**src/rtl/multicycle_control_fsm_if.sv**
```systemverilog
// Control bundle between the multicycle MIPS control FSM and the datapath/memory.
// The FSM takes the master side; the datapath (or a bench) takes the slave side.
interface multicycle_control_fsm_if;
  logic [5:0] opcode;
  logic       mem_ready;
  logic       pc_write;
  logic       pc_write_cond;
  logic       iord;
  logic       mem_read;
  logic       mem_write;
  logic       ir_write;
  logic       mem_to_reg;
  logic       reg_dst;
  logic       reg_write;
  logic       alu_src_a;
  logic [1:0] alu_src_b;
  logic [1:0] alu_op;
  logic [1:0] pc_src;
  logic       illegal_op;
  logic       instr_done;
  logic [3:0] state;

  modport master (
    input  opcode, mem_ready,
    output pc_write, pc_write_cond, iord, mem_read, mem_write, ir_write,
           mem_to_reg, reg_dst, reg_write, alu_src_a, alu_src_b, alu_op,
           pc_src, illegal_op, instr_done, state
  );

  modport slave (
    output opcode, mem_ready,
    input  pc_write, pc_write_cond, iord, mem_read, mem_write, ir_write,
           mem_to_reg, reg_dst, reg_write, alu_src_a, alu_src_b, alu_op,
           pc_src, illegal_op, instr_done, state
  );
endinterface

```
**src/rtl/multicycle_control_fsm.sv**
```systemverilog
// Multicycle MIPS control unit: sequences fetch/decode/execute/mem/writeback over a
// shared-memory datapath, with memory wait states and a sticky illegal-opcode trap.
module multicycle_control_fsm #(
  parameter bit ENABLE_BEQ  = 1'b1,
  parameter bit ENABLE_JUMP = 1'b1,
  parameter bit ENABLE_ADDI = 1'b1
) (
  input  logic                      clk,
  input  logic                      rst_n,
  multicycle_control_fsm_if.master  bus
);

  localparam logic [3:0] S_RST    = 4'd0;
  localparam logic [3:0] S_FETCH  = 4'd1;
  localparam logic [3:0] S_DECODE = 4'd2;
  localparam logic [3:0] S_MEMADR = 4'd3;
  localparam logic [3:0] S_MEMRD  = 4'd4;
  localparam logic [3:0] S_MEMWB  = 4'd5;
  localparam logic [3:0] S_MEMWR  = 4'd6;
  localparam logic [3:0] S_EXEC   = 4'd7;
  localparam logic [3:0] S_ALUWB  = 4'd8;
  localparam logic [3:0] S_BRANCH = 4'd9;
  localparam logic [3:0] S_JUMP   = 4'd10;
  localparam logic [3:0] S_ADDIEX = 4'd11;
  localparam logic [3:0] S_ADDIWB = 4'd12;
  localparam logic [3:0] S_TRAP   = 4'd13;

  localparam logic [5:0] OP_RTYPE = 6'b000000;
  localparam logic [5:0] OP_LW    = 6'b100011;
  localparam logic [5:0] OP_SW    = 6'b101011;
  localparam logic [5:0] OP_BEQ   = 6'b000100;
  localparam logic [5:0] OP_J     = 6'b000010;
  localparam logic [5:0] OP_ADDI  = 6'b001000;

  logic [3:0] r_state;
  logic [3:0] w_next;
  logic [3:0] w_dec;
  logic [5:0] r_opcode;

  // IR may be reloaded after DECODE, so MEMADR steers on the latched opcode
  always_ff @(posedge clk) begin
    if (!rst_n) begin
      r_state  <= S_RST;
      r_opcode <= '0;
    end else begin
      r_state <= w_next;
      if (r_state == S_DECODE) r_opcode <= bus.opcode;
    end
  end

  always_comb begin
    w_dec = S_TRAP;
    case (bus.opcode)
      OP_RTYPE:     w_dec = S_EXEC;
      OP_LW, OP_SW: w_dec = S_MEMADR;
      OP_BEQ:       if (ENABLE_BEQ)  w_dec = S_BRANCH;
      OP_J:         if (ENABLE_JUMP) w_dec = S_JUMP;
      OP_ADDI:      if (ENABLE_ADDI) w_dec = S_ADDIEX;
      default:      w_dec = S_TRAP;
    endcase
  end

  always_comb begin
    w_next = S_FETCH;
    case (r_state)
      S_RST:    w_next = S_FETCH;
      S_FETCH:  w_next = bus.mem_ready ? S_DECODE : S_FETCH;
      S_DECODE: w_next = w_dec;
      S_MEMADR: w_next = (r_opcode == OP_SW) ? S_MEMWR : S_MEMRD;
      S_MEMRD:  w_next = bus.mem_ready ? S_MEMWB : S_MEMRD;
      S_MEMWB:  w_next = S_FETCH;
      S_MEMWR:  w_next = bus.mem_ready ? S_FETCH : S_MEMWR;
      S_EXEC:   w_next = S_ALUWB;
      S_ALUWB:  w_next = S_FETCH;
      S_BRANCH: w_next = S_FETCH;
      S_JUMP:   w_next = S_FETCH;
      S_ADDIEX: w_next = S_ADDIWB;
      S_ADDIWB: w_next = S_FETCH;
      S_TRAP:   w_next = S_TRAP;
      default:  w_next = S_FETCH;
    endcase
  end

  always_comb begin
    bus.pc_write      = 1'b0;
    bus.pc_write_cond = 1'b0;
    bus.iord          = 1'b0;
    bus.mem_read      = 1'b0;
    bus.mem_write     = 1'b0;
    bus.ir_write      = 1'b0;
    bus.mem_to_reg    = 1'b0;
    bus.reg_dst       = 1'b0;
    bus.reg_write     = 1'b0;
    bus.alu_src_a     = 1'b0;
    bus.alu_src_b     = 2'b00;
    bus.alu_op        = 2'b00;
    bus.pc_src        = 2'b00;
    bus.illegal_op    = 1'b0;
    bus.instr_done    = 1'b0;
    bus.state         = r_state;
    case (r_state)
      S_FETCH: begin
        bus.mem_read  = 1'b1;
        bus.alu_src_b = 2'b01;
        bus.ir_write  = bus.mem_ready;
        bus.pc_write  = bus.mem_ready;
      end
      S_DECODE: bus.alu_src_b = 2'b11;
      S_MEMADR, S_ADDIEX: begin
        bus.alu_src_a = 1'b1;
        bus.alu_src_b = 2'b10;
      end
      S_MEMRD: begin
        bus.mem_read = 1'b1;
        bus.iord     = 1'b1;
      end
      S_MEMWB: begin
        bus.reg_write  = 1'b1;
        bus.mem_to_reg = 1'b1;
        bus.instr_done = 1'b1;
      end
      S_MEMWR: begin
        bus.mem_write  = 1'b1;
        bus.iord       = 1'b1;
        bus.instr_done = bus.mem_ready;
      end
      S_EXEC: begin
        bus.alu_src_a = 1'b1;
        bus.alu_op    = 2'b10;
      end
      S_ALUWB: begin
        bus.reg_write  = 1'b1;
        bus.reg_dst    = 1'b1;
        bus.instr_done = 1'b1;
      end
      S_BRANCH: begin
        bus.alu_src_a     = 1'b1;
        bus.alu_op        = 2'b01;
        bus.pc_src        = 2'b01;
        bus.pc_write_cond = 1'b1;
        bus.instr_done    = 1'b1;
      end
      S_JUMP: begin
        bus.pc_src     = 2'b10;
        bus.pc_write   = 1'b1;
        bus.instr_done = 1'b1;
      end
      S_ADDIWB: begin
        bus.reg_write  = 1'b1;
        bus.instr_done = 1'b1;
      end
      S_TRAP:  bus.illegal_op = 1'b1;
      default: ;
    endcase
  end

endmodule

```
**src/flat_wrapper.sv**
```systemverilog
// flat-port wrapper written by rule: the top's interface ports become plain ports
module multicycle_control_fsm_flat 
#(
  parameter bit ENABLE_BEQ  = 1'b1,
  parameter bit ENABLE_JUMP = 1'b1,
  parameter bit ENABLE_ADDI = 1'b1
)
  (clk, rst_n, bus_opcode, bus_mem_ready, bus_pc_write, bus_pc_write_cond, bus_iord, bus_mem_read, bus_mem_write, bus_ir_write, bus_mem_to_reg, bus_reg_dst, bus_reg_write, bus_alu_src_a, bus_alu_src_b, bus_alu_op, bus_pc_src, bus_illegal_op, bus_instr_done, bus_state);
  multicycle_control_fsm_if bus_i ();
  input  logic clk;
  input  logic rst_n;
  input wire logic [$bits(bus_i.opcode)-1:0] bus_opcode;
  input wire logic [$bits(bus_i.mem_ready)-1:0] bus_mem_ready;
  output wire logic [$bits(bus_i.pc_write)-1:0] bus_pc_write;
  output wire logic [$bits(bus_i.pc_write_cond)-1:0] bus_pc_write_cond;
  output wire logic [$bits(bus_i.iord)-1:0] bus_iord;
  output wire logic [$bits(bus_i.mem_read)-1:0] bus_mem_read;
  output wire logic [$bits(bus_i.mem_write)-1:0] bus_mem_write;
  output wire logic [$bits(bus_i.ir_write)-1:0] bus_ir_write;
  output wire logic [$bits(bus_i.mem_to_reg)-1:0] bus_mem_to_reg;
  output wire logic [$bits(bus_i.reg_dst)-1:0] bus_reg_dst;
  output wire logic [$bits(bus_i.reg_write)-1:0] bus_reg_write;
  output wire logic [$bits(bus_i.alu_src_a)-1:0] bus_alu_src_a;
  output wire logic [$bits(bus_i.alu_src_b)-1:0] bus_alu_src_b;
  output wire logic [$bits(bus_i.alu_op)-1:0] bus_alu_op;
  output wire logic [$bits(bus_i.pc_src)-1:0] bus_pc_src;
  output wire logic [$bits(bus_i.illegal_op)-1:0] bus_illegal_op;
  output wire logic [$bits(bus_i.instr_done)-1:0] bus_instr_done;
  output wire logic [$bits(bus_i.state)-1:0] bus_state;
  assign bus_i.opcode = bus_opcode;
  assign bus_i.mem_ready = bus_mem_ready;
  assign bus_pc_write = bus_i.pc_write;
  assign bus_pc_write_cond = bus_i.pc_write_cond;
  assign bus_iord = bus_i.iord;
  assign bus_mem_read = bus_i.mem_read;
  assign bus_mem_write = bus_i.mem_write;
  assign bus_ir_write = bus_i.ir_write;
  assign bus_mem_to_reg = bus_i.mem_to_reg;
  assign bus_reg_dst = bus_i.reg_dst;
  assign bus_reg_write = bus_i.reg_write;
  assign bus_alu_src_a = bus_i.alu_src_a;
  assign bus_alu_src_b = bus_i.alu_src_b;
  assign bus_alu_op = bus_i.alu_op;
  assign bus_pc_src = bus_i.pc_src;
  assign bus_illegal_op = bus_i.illegal_op;
  assign bus_instr_done = bus_i.instr_done;
  assign bus_state = bus_i.state;
  multicycle_control_fsm #(.ENABLE_BEQ(ENABLE_BEQ), .ENABLE_JUMP(ENABLE_JUMP), .ENABLE_ADDI(ENABLE_ADDI)) u_core (.clk(clk), .rst_n(rst_n), .bus(bus_i));
endmodule
```
**config.mk**
```make
export PLATFORM = sky130hd
export DESIGN_NAME = multicycle_control_fsm_flat
export DESIGN_NICKNAME = d
export VERILOG_FILES = /design/src/rtl/multicycle_control_fsm_if.sv /design/src/rtl/multicycle_control_fsm.sv /design/src/flat_wrapper.sv
export SDC_FILE = /design/constraint.sdc
export NUM_CORES = 1
export LEC_CHECK = 0
export CORE_MARGIN = 1.5
export CORE_UTILIZATION = 43
export CTS_CLUSTER_SIZE = 16
export DETAILED_ROUTE_END_ITERATION = 8
export PLACE_DENSITY_LB_ADDON = 0.1
export SLEW_MARGIN = 20
export SYNTH_ARGS = -nofsm -noshare
export SYNTH_HDL_FRONTEND = slang
export SYNTH_SLANG_ARGS = --single-unit
```
**constraint.sdc**
```tcl
create_clock -name clk -period 1.71 [get_ports clk]
set_input_delay 0.4275 -clock clk [delete_from_list [all_inputs] [get_ports clk]]
set_output_delay 0.4275 -clock clk [all_outputs]
set_load 0.005 [all_outputs]
```
**After elaboration in Yosys (flattened, before gate mapping)**

Index checks and enable logic that the tools add are counted.

- Eq/ne operators: 19
- Multiplexer cells: 21
- Reduce and logical (&&, ||, !) cells: 8

Operators with widths:

| cell | count |
|---|---|
| one-hot mux 4 bit (8 select lines) | 1 |
| equality test 4 bit, second input constant | 6 |
| one-hot mux 4 bit (5 select lines) | 1 |
| equality test 6 bit, second input constant | 3 |
| equality test 4 x 3 -> 1 bit, second input constant | 4 |
| 2-to-1 mux 1 bit | 11 |
| equality test 4 x 2 -> 1 bit, second input constant | 2 |
| one-hot mux 2 bit (2 select lines) | 2 |
| OR reduction 2 bit | 4 |
| equality test 6 x 2 -> 1 bit, second input constant | 1 |
| equality test 6 x 3 -> 1 bit, second input constant | 1 |
| equality test 6 x 4 -> 1 bit, second input constant | 1 |
| logical NOT 6 bit | 1 |
| one-hot mux 2 bit (3 select lines) | 1 |
| OR reduction 5 bit | 1 |
| equality test 4 x 1 -> 1 bit, second input constant | 1 |
| 2-to-1 mux 2 bit | 2 |
| one-hot mux 1 bit (2 select lines) | 2 |
| OR reduction 4 bit | 1 |
| 2-to-1 mux 3 bit | 1 |
| OR reduction 3 bit | 1 |

- Input bits: 9
- Bits in registers: 10

**Longest topological paths before layout**

- Word-level depth: 4
- Depth in mapped cells: 6
- Depth with buffers taken out: 4

**Worst setup path before layout**

No wires, ideal clock.

- Path type: register to output
- Start point: reg u_core.r_state[2], in the netlist u_core.bus.state[2]
- End point: out bus_alu_op[0]
- Stages on the path, launching flop included: 6
- Path slack: 0.152 ns
- Buffers on the path: 3
- Arrival time: 1.130 ns
- Cells stage by stage: dfxtp_1 > buf_6 > clkbuf_1 > nand2b_1 > nor2_1 > buf_4

- Longest elaborated chain between the ends: 2
- Elaborated cells on any way between the ends: 3
- Those cells by class: eq/ne: 2; mux: 1

Ends and longest elaborated chain:

| element | RTL line | text |
|---|---|---|
| from (decl) | multicycle_control_fsm.sv:35 | `logic [3:0] r_state;` |
| from (signal assigned) | multicycle_control_fsm.sv:46 | `r_state <= w_next;` |
| equality test 4 bit or equality test 4 x 3 -> 1 bit (tied branches) | multicycle_control_fsm.sv:101 | `case (r_state)` |
| one-hot mux 2 bit (2 select lines) * | multicycle_control_fsm.sv:101 |  |
| to (decl) | flat_wrapper.sv:25 | `output wire logic [$bits(bus_i.alu_op)-1:0] bus_alu_op;` |

Every way passes the cells marked *; elsewhere a longest branch is shown, timed or not.

**Worst setup path in the final report**

- Start point: reg u_core.r_state[3], in the netlist u_core.bus.state[3]
- End point: reg u_core.r_opcode[1]

- Longest elaborated chain between the ends: 1

Ends and longest elaborated chain:

| element | RTL line | text |
|---|---|---|
| equality test 4 x 2 -> 1 bit | multicycle_control_fsm.sv:47 | `if (r_state == S_DECODE) r_opcode <= bus.opcode;` |
| to (signal assigned) | multicycle_control_fsm.sv:47 |  |
| to (decl) | multicycle_control_fsm.sv:38 | `logic [5:0] r_opcode;` |

Every way passes these cells.
A chain may end at the register's enable or synchronous reset.

==> impl_metrics.toml <==
[die]
core.rowCount = 15
start_util_pct = 46.8
die_height_um = 46.8
ioPinCount = 31
core_area_mm2 = 0.00176
die_x_um = 46.8
die_area_mm2 = 0.00219

[placement]
dp.cells = 195
dp_hpwl_um = 1930
port_buffers = 30
dp_slack_ns = -0.505
place.gp.congestion = 0.845

[sta]
min_period_ns = 1.87
fin_ws_ns = -0.159
relSlewSlack_pct = 68.2
slew_viol_final = 0
setup_viol = 8
report.final.hold_viol_count = 0
timing.hold.ws_ns = 0.480
min_period_over_period_pct = 109
tightest_slew_ns = 0.476
fin_setup_tns_ns = -0.493
fmax_mhz = 535
skew_ns = 0.00401
rsz0062_at_grt = "true"

[clock_network]
clk_latency_ns = 0.29
cts_sinks = 10
htreeDepth = 1
cts_inserted_buffers = 3
cts_tree = "built"
cts_root_buffer = "clkbuf_4"
hold_buffers = 0
clkTransAtPathRegs_ns = 0.07
clk_path_buf_depth = 2

[worst_setup_path]
r2r_slack_ns = -0.16
reg2regPathDepth = 6
cp_max_fo = 6
crit_path_end_kind = "register"
start_kind = "register"
cp.arrival_ns = 2.04
cp.required_ns = 1.88
critPathKind = "register to register"

[pwr]
ir_drop_mv = 0.545
swShare_pct = 30.4
p_comb_share_pct = 33.9
seq_power_share_pct = 33.8
p_int_w = 0.000500
power_density_mw_per_mm2 = 455
switchingPower_w = 0.000219
power_w = 0.000719
clockPowerShare_pct = 32.3
p_leak_nw = 0.717

[logic_synthesis]
synthTopCellsByArea = "dfxtp_1, a21boi_0, nand2_1, nor2_1, nand2b_1"
yosysUniqueCellTypes = 34
ys_seq_area_share_pct = 24.2
synth_ff_type = "dfxtp_1"
synth.avg_cell_area_um2 = 7.00
syn_inst = 118
netlist_area_um2 = 826
ys_ff_latch = 10
yosysWarnings = 0
synth_top_area_share_pct = 24.2
syn_nets = 127
synth_largest_area_cell = "dfxtp_1"
ys_async_sr_fraction_pct = 0
synth-edff-count = 0

[outcome]
status = "finished, violations left"
violations = "setup timing"

[final_layout]
final_nets = 198
num_antenna_cells = 0
instances_no_fill = 213
area_growth_pct = 91.2
drive_above_1_share_pct = 52.1

[grt]
met1_usage_pct = 33.3
antenna_found_initial = 0
grt_pass1_wl_um = 4110
grt_pass1_vias = 951
overflow = 0
use_met2_pct = 44.9
grt_max_degree = 12
globalRouteTotalUtil_pct = 27.0
grt.met3_usage_pct = 6.15
grt.busiest_layer = "met2"

[drt]
drtIter0Drc = 82
vias_per_cell = 6.23
wirelength_um = 4180
drc = 0
drt-wirelength-per-cell_um = 19.6
vias = 1326
antenna_left = 0
first_pass_iters = 5

[min_path]
holdPathStages = 2
hold_class = "register to register"

[flow_run]
cap_violations = 0
[placed cells by master (no fill, tap or decap), drive strengths merged, types with 5 or more instances in the layout]
master / instances
nor2: 17
clkdlybuf4s50: 7
buf: 56
clkbuf: 12
a21oi: 8
dfxtp: 10
nand2b: 8
o21ai: 5
a21boi: 10
nand2: 17
[worst max-delay path, cell delays in order (launching register included)]
cell      delay (ns)
dfxtp_2         0.35
buf_4           0.14
or2_4           0.26
buf_4           0.15
nor2_1          0.37
nand2_1         0.18
a21boi_0        0.31
[per-stage QoR]
| step | utilization [%] | area (um2) |
|---|---|---|
| global placement | 75.8 | 1340 |
| global route | 89.5 | 1580 |
| detailed placement | 75.8 | 1340 |
| CTS | 85.2 | 1500 |
| floorplan | - | 826 |
| finish | 89.5 | 1580 |
[sequential cells by signal, indices dropped and copies added, names as in the netlist]
name	flops
u_core.bus.state	4
u_core.r_opcode	6
[cells in the mapped netlist (all sizes together) (2+ instances only)]
library cell  number
nand2             17
nor2              17
a21boi            10
dfxtp             10
a21oi              8
buf                8
nand2b             8
o21ai              5
nor2b              4
nor3               4
a31oi              3
clkbuf             3
a211oi             2
nand3b             2
nor4               2
o31a               2
[per-layer routing]
layer,wire [um],part of all wire (%),vias to the layer above
met1,1550,37,626
met4,278,6.7,0
li1,-,-,551
met2,1930,46,112
met3,417,10,37
met5,0,0,-
[power groups by stage]
stage               Sequential (W)  Clock (W)  Combinational, W
finish                    0.000243   0.000232          0.000244
CTS                       0.000240   0.000232          0.000196
global route              0.000243   0.000242          0.000254
detailed placement        0.000250          0          0.000173
global placement          0.000249          0          0.000169
floorplan                 0.000247          0         0.0000677
[final cells by class]
class,count,area [um2]
fill,99,185
timing repair buffer,77,624
tap,25,31.3
clock buffer,4,36.3
sequential,10,213
multi-input combinational,96,671
inverter,1,3.75
[kinds of logic after synthesis]
family / count (synthesis) / share of synthesized area, %
AND/OR/NAND/NOR: 58 / 34.8
XOR/XNOR: 2 / 2.12
AO/OA/AOI/OAI: 36 / 30.2
flip-flops: 10 / 24.2
buffers and inverters: 12 / 8.63
[timing repair]
action                     4_1_cts  5_1_grt
setup buffers                   10        4
pin swaps                        4        5
gates resized for setup         86       31
gates cloned                     0        1
setup endpoints to repair       24       17
[worst paths after layout]
kind / startpoint / end
worst max-delay path: u_core.bus.state[3]$_SDFF_PN0_ / u_core.r_opcode[1]$_SDFFE_PN0P_
worst min-delay path: u_core.r_opcode[3]$_SDFFE_PN0P_ / u_core.r_opcode[3]$_SDFFE_PN0P_
worst max register to register: u_core.bus.state[3]$_SDFF_PN0_ / u_core.r_opcode[1]$_SDFFE_PN0P_
worst min register to register: u_core.r_opcode[3]$_SDFFE_PN0P_ / u_core.r_opcode[3]$_SDFFE_PN0P_
No activity file was read; power rests on OpenSTA's default activity.
